`config.mk`:
```
export PLATFORM = sky130hd
export DESIGN_NAME = seven_seg_scan_ctrl
export DESIGN_NICKNAME = d
export VERILOG_FILES = /design/src/rtl/seven_seg_scan_ctrl.sv
export SDC_FILE = /design/constraint.sdc
export NUM_CORES = 1
export LEC_CHECK = 0
export ABC_AREA = 1
export BUFFER_PORTS_ARGS = -buffer_cell sky130_fd_sc_hd__buf_2
export CORE_ASPECT_RATIO = 1.2
export CORE_MARGIN = 1
export CORE_UTILIZATION = 57
export CTS_CLUSTER_DIAMETER = 120
export DETAILED_ROUTE_END_ITERATION = 10
export PLACE_DENSITY = 0.78
export SLEW_MARGIN = 15
export SYNTH_ARGS = -nofsm -noshare
export SYNTH_HDL_FRONTEND = slang
export SYNTH_SLANG_ARGS = --single-unit
```
`constraint.sdc`:
```
create_clock -name clk -period 1.51 [get_ports clk]
set_input_delay 0.453 -clock clk [delete_from_list [all_inputs] [get_ports clk]]
set_output_delay 0.453 -clock clk [all_outputs]
set_load 0.05 [all_outputs]
```
`src/rtl/seven_seg_scan_ctrl.sv`:
```
// Time-multiplexed scan controller for an N-digit common-anode 7-segment display.
// One shared BCD decoder, per-slot dark gap, double-buffered frames committed at frame wrap.
module seven_seg_scan_ctrl #(
  parameter int unsigned NUM_DIGITS  = 4,
  parameter int unsigned REFRESH_DIV = 50000,
  parameter int unsigned GAP_CYCLES  = 500
) (
  input  logic                    clk,
  input  logic                    rst,
  input  logic                    load_valid,
  output logic                    load_ready,
  input  logic [4*NUM_DIGITS-1:0] value_in,
  input  logic [NUM_DIGITS-1:0]   dp_in,
  input  logic                    blank_lz,
  output logic [3:0]              bcd_out,
  output logic [NUM_DIGITS-1:0]   an_n,
  output logic                    dp_n,
  output logic                    frame_tick
);

  localparam int unsigned CntW = (REFRESH_DIV > 1) ? $clog2(REFRESH_DIV) : 1;
  localparam int unsigned IdxW = (NUM_DIGITS > 1) ? $clog2(NUM_DIGITS) : 1;

  localparam logic [CntW-1:0] CntLast      = CntW'(REFRESH_DIV - 1);
  localparam logic [CntW-1:0] CntDriveLast = CntW'(REFRESH_DIV - GAP_CYCLES - 1);
  localparam logic [IdxW-1:0] IdxLast      = IdxW'(NUM_DIGITS - 1);

  typedef enum logic [0:0] {
    StDrive,
    StGap
  } state_e;

  state_e                         state_q;
  logic [CntW-1:0]                cnt_q;
  logic [IdxW-1:0]                idx_q;

  logic [NUM_DIGITS-1:0][3:0]     active_val_q;
  logic [NUM_DIGITS-1:0]          active_dp_q;
  logic [NUM_DIGITS-1:0][3:0]     shadow_val_q;
  logic [NUM_DIGITS-1:0]          shadow_dp_q;
  logic                           pending_q;
  logic                           pending_d;

  logic [3:0]                     bcd_q;
  logic [NUM_DIGITS-1:0]          an_n_q;
  logic                           dp_n_q;
  logic                           frame_tick_q;
  logic                           load_ready_q;

  logic                           slot_end;
  logic                           frame_wrap;
  logic                           accept;
  logic                           lz_run;
  logic [NUM_DIGITS-1:0]          blank_mask;
  logic [NUM_DIGITS-1:0]          digit_sel;

  assign slot_end   = (cnt_q == CntLast);
  assign frame_wrap = slot_end && (idx_q == IdxLast);
  assign accept     = load_valid && load_ready_q;

  // Leading-zero run walks down from the top digit; digit 0 is always shown.
  always_comb begin
    blank_mask = '0;
    lz_run     = blank_lz;
    for (int i = int'(NUM_DIGITS) - 1; i >= 1; i--) begin
      lz_run        = lz_run && (active_val_q[i] == 4'h0) && !active_dp_q[i];
      blank_mask[i] = lz_run;
    end
  end

  always_comb begin
    digit_sel        = '0;
    digit_sel[idx_q] = 1'b1;
  end

  // A load can only be accepted while nothing is pending, so it never races the commit.
  always_comb begin
    pending_d = pending_q;
    if (frame_wrap) begin
      pending_d = 1'b0;
    end
    if (accept) begin
      pending_d = 1'b1;
    end
  end

  always_ff @(posedge clk) begin
    if (rst) begin
      state_q      <= StDrive;
      cnt_q        <= '0;
      idx_q        <= '0;
      active_val_q <= '0;
      active_dp_q  <= '0;
      shadow_val_q <= '0;
      shadow_dp_q  <= '0;
      pending_q    <= 1'b0;
      bcd_q        <= 4'h0;
      an_n_q       <= '1;
      dp_n_q       <= 1'b1;
      frame_tick_q <= 1'b0;
      load_ready_q <= 1'b0;
    end else begin
      cnt_q <= slot_end ? '0 : cnt_q + 1'b1;

      case (state_q)
        StDrive: begin
          if (cnt_q == CntDriveLast) begin
            state_q <= StGap;
          end
        end
        StGap: begin
          if (slot_end) begin
            state_q <= StDrive;
            idx_q   <= (idx_q == IdxLast) ? '0 : idx_q + 1'b1;
          end
        end
        default: state_q <= StDrive;
      endcase

      if (state_q == StDrive) begin
        an_n_q <= blank_mask[idx_q] ? '1 : ~digit_sel;
        bcd_q  <= active_val_q[idx_q];
        dp_n_q <= ~active_dp_q[idx_q];
      end else begin
        an_n_q <= '1;
        dp_n_q <= 1'b1;
      end

      frame_tick_q <= frame_wrap;

      if (frame_wrap && pending_q) begin
        active_val_q <= shadow_val_q;
        active_dp_q  <= shadow_dp_q;
      end
      if (accept) begin
        shadow_val_q <= value_in;
        shadow_dp_q  <= dp_in;
      end
      pending_q    <= pending_d;
      load_ready_q <= ~pending_d;
    end
  end

  assign bcd_out    = bcd_q;
  assign an_n       = an_n_q;
  assign dp_n       = dp_n_q;
  assign frame_tick = frame_tick_q;
  assign load_ready = load_ready_q;

endmodule
```
After elaboration in Yosys (flattened, before gate mapping):

Index checks and enable logic that the tools add are counted.

* register bits: 71
* latch bits: 0
* bits in writable memories: 0
* memory bits (read-only): 0
* input bits: 24
* output and inout bits: 11
* word-level logic and storage cells: 64
* memories kept: 0

* add/subtract/negate cells: 2
* multiply operators: 0
* div/mod/pow operators: 0
* order comparisons: 2
* equal/unequal tests: 3
* shifts and indexed selects: 0
* muxes and demuxes: 14
* bitwise gates (word level): 4
* reduce and logical (&&, ||, !) cells: 20

Operators with widths (count)
* $eq A16 B16 Y1 const B: 2
* $add A16 B1 Y16 const B: 1
* $logic_not A4 Y1: 3
* $logic_and A1 B1 Y1: 10
* $bmux W4 S2: 1
* $mux W1: 7
* $bmux W1 S2: 2
* $mux W4: 1
* $not A4 Y4: 1
* $reduce_or A2 Y1: 2
* $logic_not A1 Y1: 3
* $lt A2 B3 Y1 const B: 1
* $not A1 Y1: 3
* $reduce_or A3 Y1: 1
* $add A2 B1 Y2 const B: 1
* $demux W1 S2: 1
* $eq A2 B2 Y1 const B: 1
* $ge A2 B1 Y1 const B: 1
* $mux W2: 1
* $pmux W1 S2: 1
* $reduce_and A2 Y1: 1

Depth between registers and ports, before layout:

* depth after elaboration: 10
* gate-level depth with buffers: 9
* depth with buffers taken out: 8

Worst setup path before layout:

Ideal clock, no wire load.

* kind: reg2reg
* start point: register cnt_q[0]
* end point: register active_dp_q[0]
* arrival: 1.255 ns
* setup slack: 0.142 ns
* stages on the path, launching flop included: 8
* path buffers: 1
* period minus slack after synthesis: 1.368 ns
* path through: dfxtp_1 ha_1 nand4_1 nor2_4 nand4_4 buf_2 nor2_1 nor2_1

* cells in the longest elaborated chain, start to end: 3

RTL lines
* from (decl): RTL line 34 `logic [CntW-1:0] cnt_q;`
* from (signal assigned): RTL line 103 `cnt_q <= slot_end ? '0 : cnt_q + 1'b1;`
* $eq A16 B16 Y1: RTL line 57 `assign slot_end = (cnt_q == CntLast);`
* $logic_and A1 B1 Y1: RTL line 58 `assign frame_wrap = slot_end && (idx_q == IdxLast);`
* $logic_and A1 B1 Y1: RTL line 131 `if (frame_wrap && pending_q) begin`
* to (signal assigned): RTL line 133 `active_dp_q <= shadow_dp_q;`
* to (decl): RTL line 38 `logic [NUM_DIGITS-1:0] active_dp_q;`

Every way passes these cells.
A chain may end at the register's enable or synchronous reset.

Worst setup path after layout:

* start point: register cnt_q[0]
* end point: register active_dp_q[2]

The elaborated chain is that of the path after synthesis.

==> metrics <==
kind of cell adding the most delay to the critical path=simple AND/OR/NAND/NOR gates; FF+latch count, synth=71; CP bufs+invs=1; Area after DPL=3260 um^2; Post-Syn Area=3010 um^2; Via Count=2684; GRT Total Usage=0.258; Final #Nets=490; Root Driver=clkbuf_8; vias in the first global route=2440; Die Ht=81.6 um; CTS tree=built; largest net degree at the start of global routing=48; Final Hold Viols=0; Worst Setup End Kind=flip-flop; dpl hpwl=4440 um; Layout area overhead=14.8%; DRT iter0 DRCs=236; status=complete, no violations; Top cell by count, worst path=nor2_1; DR DRC count=0; Initial Utilization=0.601; antenna violations before repair=0; cts bufs inserted=9; Final Cycle Share=0.982; Slew Limit Headroom=0.622; CP max FO=40; P per Cell Area=1000 nW/um^2; Buffers on Ports=34; Avg Cell Area, Syn=7.12 um^2; maximum VDD drop=0.677 mV; Finished Cell Area=3460 um^2; leakage=1.60 nW; Core Util, Final=0.691; crit path DAT=1.71 ns; Max Clock Skew=0.00571 ns; fmax=674 MHz; Slowest cell on crit path=dfxtp_4; fraction of layout cells with a size suffix above 1=0.151; slowest stage delay, CP=0.37 ns; via density per instance=5.13; chip width=68.4 um; synth unique cells=26; Std-Cell Rows=28; PnR worst setup slack=0.0267 ns; HP Class=in2reg; ANT nets after route=0; GP Congestion=0.815; Final Non-Filler Cells=523; global-route wire length before repair=10500 um; clock period minus worst slack=1.48 ns; gr ovfl total=0; number of top-level pins=35; pre-CTS setup slack=0.0224 ns; Wirelength per Cell=12.1 um; Worst-path clk slew=0.07 ns; met2 GRT Util=0.449; grt met3 use=0.0667; Clk Latency, worst-skew pair=0.34 ns; CP Class=reg2reg; diode count=0; Inst Count DP=509; worst path required time=1.74 ns; First-pass DRT Iterations=4; Max Cap Viol=0; most used routing layer=met2; Reg2Reg Setup Slack=0.03 ns; setup TNS=0 ns; die area=5580 um^2; Post-CTS Hold Fix Bufs=0; CP startpoint kind=flip-flop; met1 global-route usage=0.284; Synthesis Warnings=0; Post-Syn Instances=423; RSZ-0062 raised after global routing=yes; sequential area share after synthesis=0.472; Synth Net Count=452; core area=5010 um^2; critical path, cell by cell=ha_4, nand4_1, nor2_4, nand4_4, buf_12, nor2_1, nor2_1; FILL cells=440; Final Max Slew Viols=0; Worst Max-Slew Pin Slew=0.567 ns; Clock Tree Buf Depth=2; Max H-tree Level=3; Sink Count=71; final setup violation count=0; DRT Wirelength=6320 um
report_power, final:
group,internal (W),switching [W],leakage (nW)
clock,0.000701,0.000629,0.0902
combinational,0.0000726,0.000110,0.932
sequential,0.00192,0.0000317,0.578
total,0.00270,0.000771,1.60
placed cells by master, fill, tap and decap left out, types with 3 or more instances in the layout:
| master | synthesis | routed |
|---|---|---|
| nand3_1 | 19 | 19 |
| ha_1 | 5 | 4 |
| dfxtp_1 | 71 | 68 |
| nor3_1 | 5 | 5 |
| nor2_1 | 106 | 104 |
| buf_2 | 5 | 34 |
| o211ai_1 | 4 | 4 |
| a21oi_1 | 22 | 22 |
| inv_1 | 41 | 40 |
| nand2_1 | 76 | 76 |
| nor2_2 | 1 | 3 |
| clkbuf_8 | 0 | 12 |
| nand4_1 | 9 | 9 |
| buf_4 | 1 | 7 |
| o21ai_0 | 33 | 33 |
worst register-to-register path: stages (launching register included):
cell and delay (ns):
dfxtp_4 0.37, ha_4 0.14, nand4_1 0.17, nor2_4 0.21, nand4_4 0.10, buf_12 0.19, nor2_1 0.14, nor2_1 0.07
registers in the layout, indices dropped and copies added (netlist names), 2 cells and up:
name	cells
idx_q	2
active_dp_q	4
bcd_out	4
shadow_dp_q	4
cnt_q	16
active_val_q	16
shadow_val_q	16
an_n	4
through the flow:
step,total power (W),hold WS [ns]
after CTS,0.00351,0.335
after detailed placement,0.00218,0.447
final,0.00347,0.357
after global routing,0.00362,0.361
after global placement,0.00217,0.432
after floorplan,0.00211,0.417
area by class of cell:
| type | instances | area [um^2] | area share |
|---|---|---|---|
| flip-flops and latches | 71 | 1430 | 0.413 |
| multi-input cells | 292 | 1360 | 0.393 |
| repair buffers | 43 | 263 | 0.0759 |
| clock buffers | 12 | 165 | 0.0477 |
| inverters | 44 | 165 | 0.0477 |
| well taps | 60 | 75.1 | 0.0217 |
| clock inverters | 1 | 5.00 | 0.00145 |
what timing repair did:
item / CTS / global route
setup buffers: 1 / 0
endpoints found under the setup margin: 14 / 46
pin swaps: 1 / 2
resized for setup: 1 / 8
final timing paths:
| check | end | start | depth (start not counted) |
|---|---|---|---|
| setup / recovery | active_dp_q[2]$_SDFFE_PP0P_ | cnt_q[0]$_SDFF_PP0_ | 7 |
| hold / removal | pending_q$_SDFF_PP0_ | rst | 2 |
| setup reg to reg | active_dp_q[2]$_SDFFE_PP0P_ | cnt_q[0]$_SDFF_PP0_ | 7 |
| hold reg to reg | cnt_q[0]$_SDFF_PP0_ | cnt_q[0]$_SDFF_PP0_ | 1 |
synthesized netlist by cell type, drive strengths merged:
| master | count | area, um^2 |
|---|---|---|
| a211oi | 1 | 7.51 |
| a21oi | 22 | 110 |
| buf | 8 | 55.1 |
| clkbuf | 8 | 30.0 |
| clkinv | 2 | 7.51 |
| dfxtp | 71 | 1420 |
| ha | 5 | 62.6 |
| inv | 42 | 158 |
| nand2 | 78 | 298 |
| nand3 | 19 | 95.1 |
| nand4 | 10 | 77.6 |
| nor2 | 109 | 427 |
| nor3 | 5 | 25.0 |
| nor3b | 1 | 7.51 |
| o211ai | 4 | 30.0 |
| o21ai | 33 | 165 |
| o22ai | 1 | 6.26 |
| or2 | 2 | 12.5 |
| xnor2 | 2 | 17.5 |
routing by layer:
| metal | wire, um | vias to the layer above |
|---|---|---|
| met5 | 0 | - |
| met4 | 112 | 0 |
| met3 | 176 | 8 |
| met2 | 3290 | 50 |
| met1 | 2740 | 1213 |
| li1 | - | 1413 |
kinds of logic (layout without fill, tap and decap cells):
| family | Yosys count | count (layout) | share of synthesized area |
|---|---|---|---|
| AO/OA/AOI/OAI | 61 | 61 | 0.106 |
| buffers and inverters | 60 | 100 | 0.0831 |
| XOR/XNOR | 2 | 2 | 0.00582 |
| flip-flops | 71 | 71 | 0.472 |
| adder cells (fa/ha/maj) | 5 | 5 | 0.0208 |
| AND/OR/NAND/NOR | 224 | 224 | 0.313 |
Note: power is estimated with default switching activity, not from simulation.
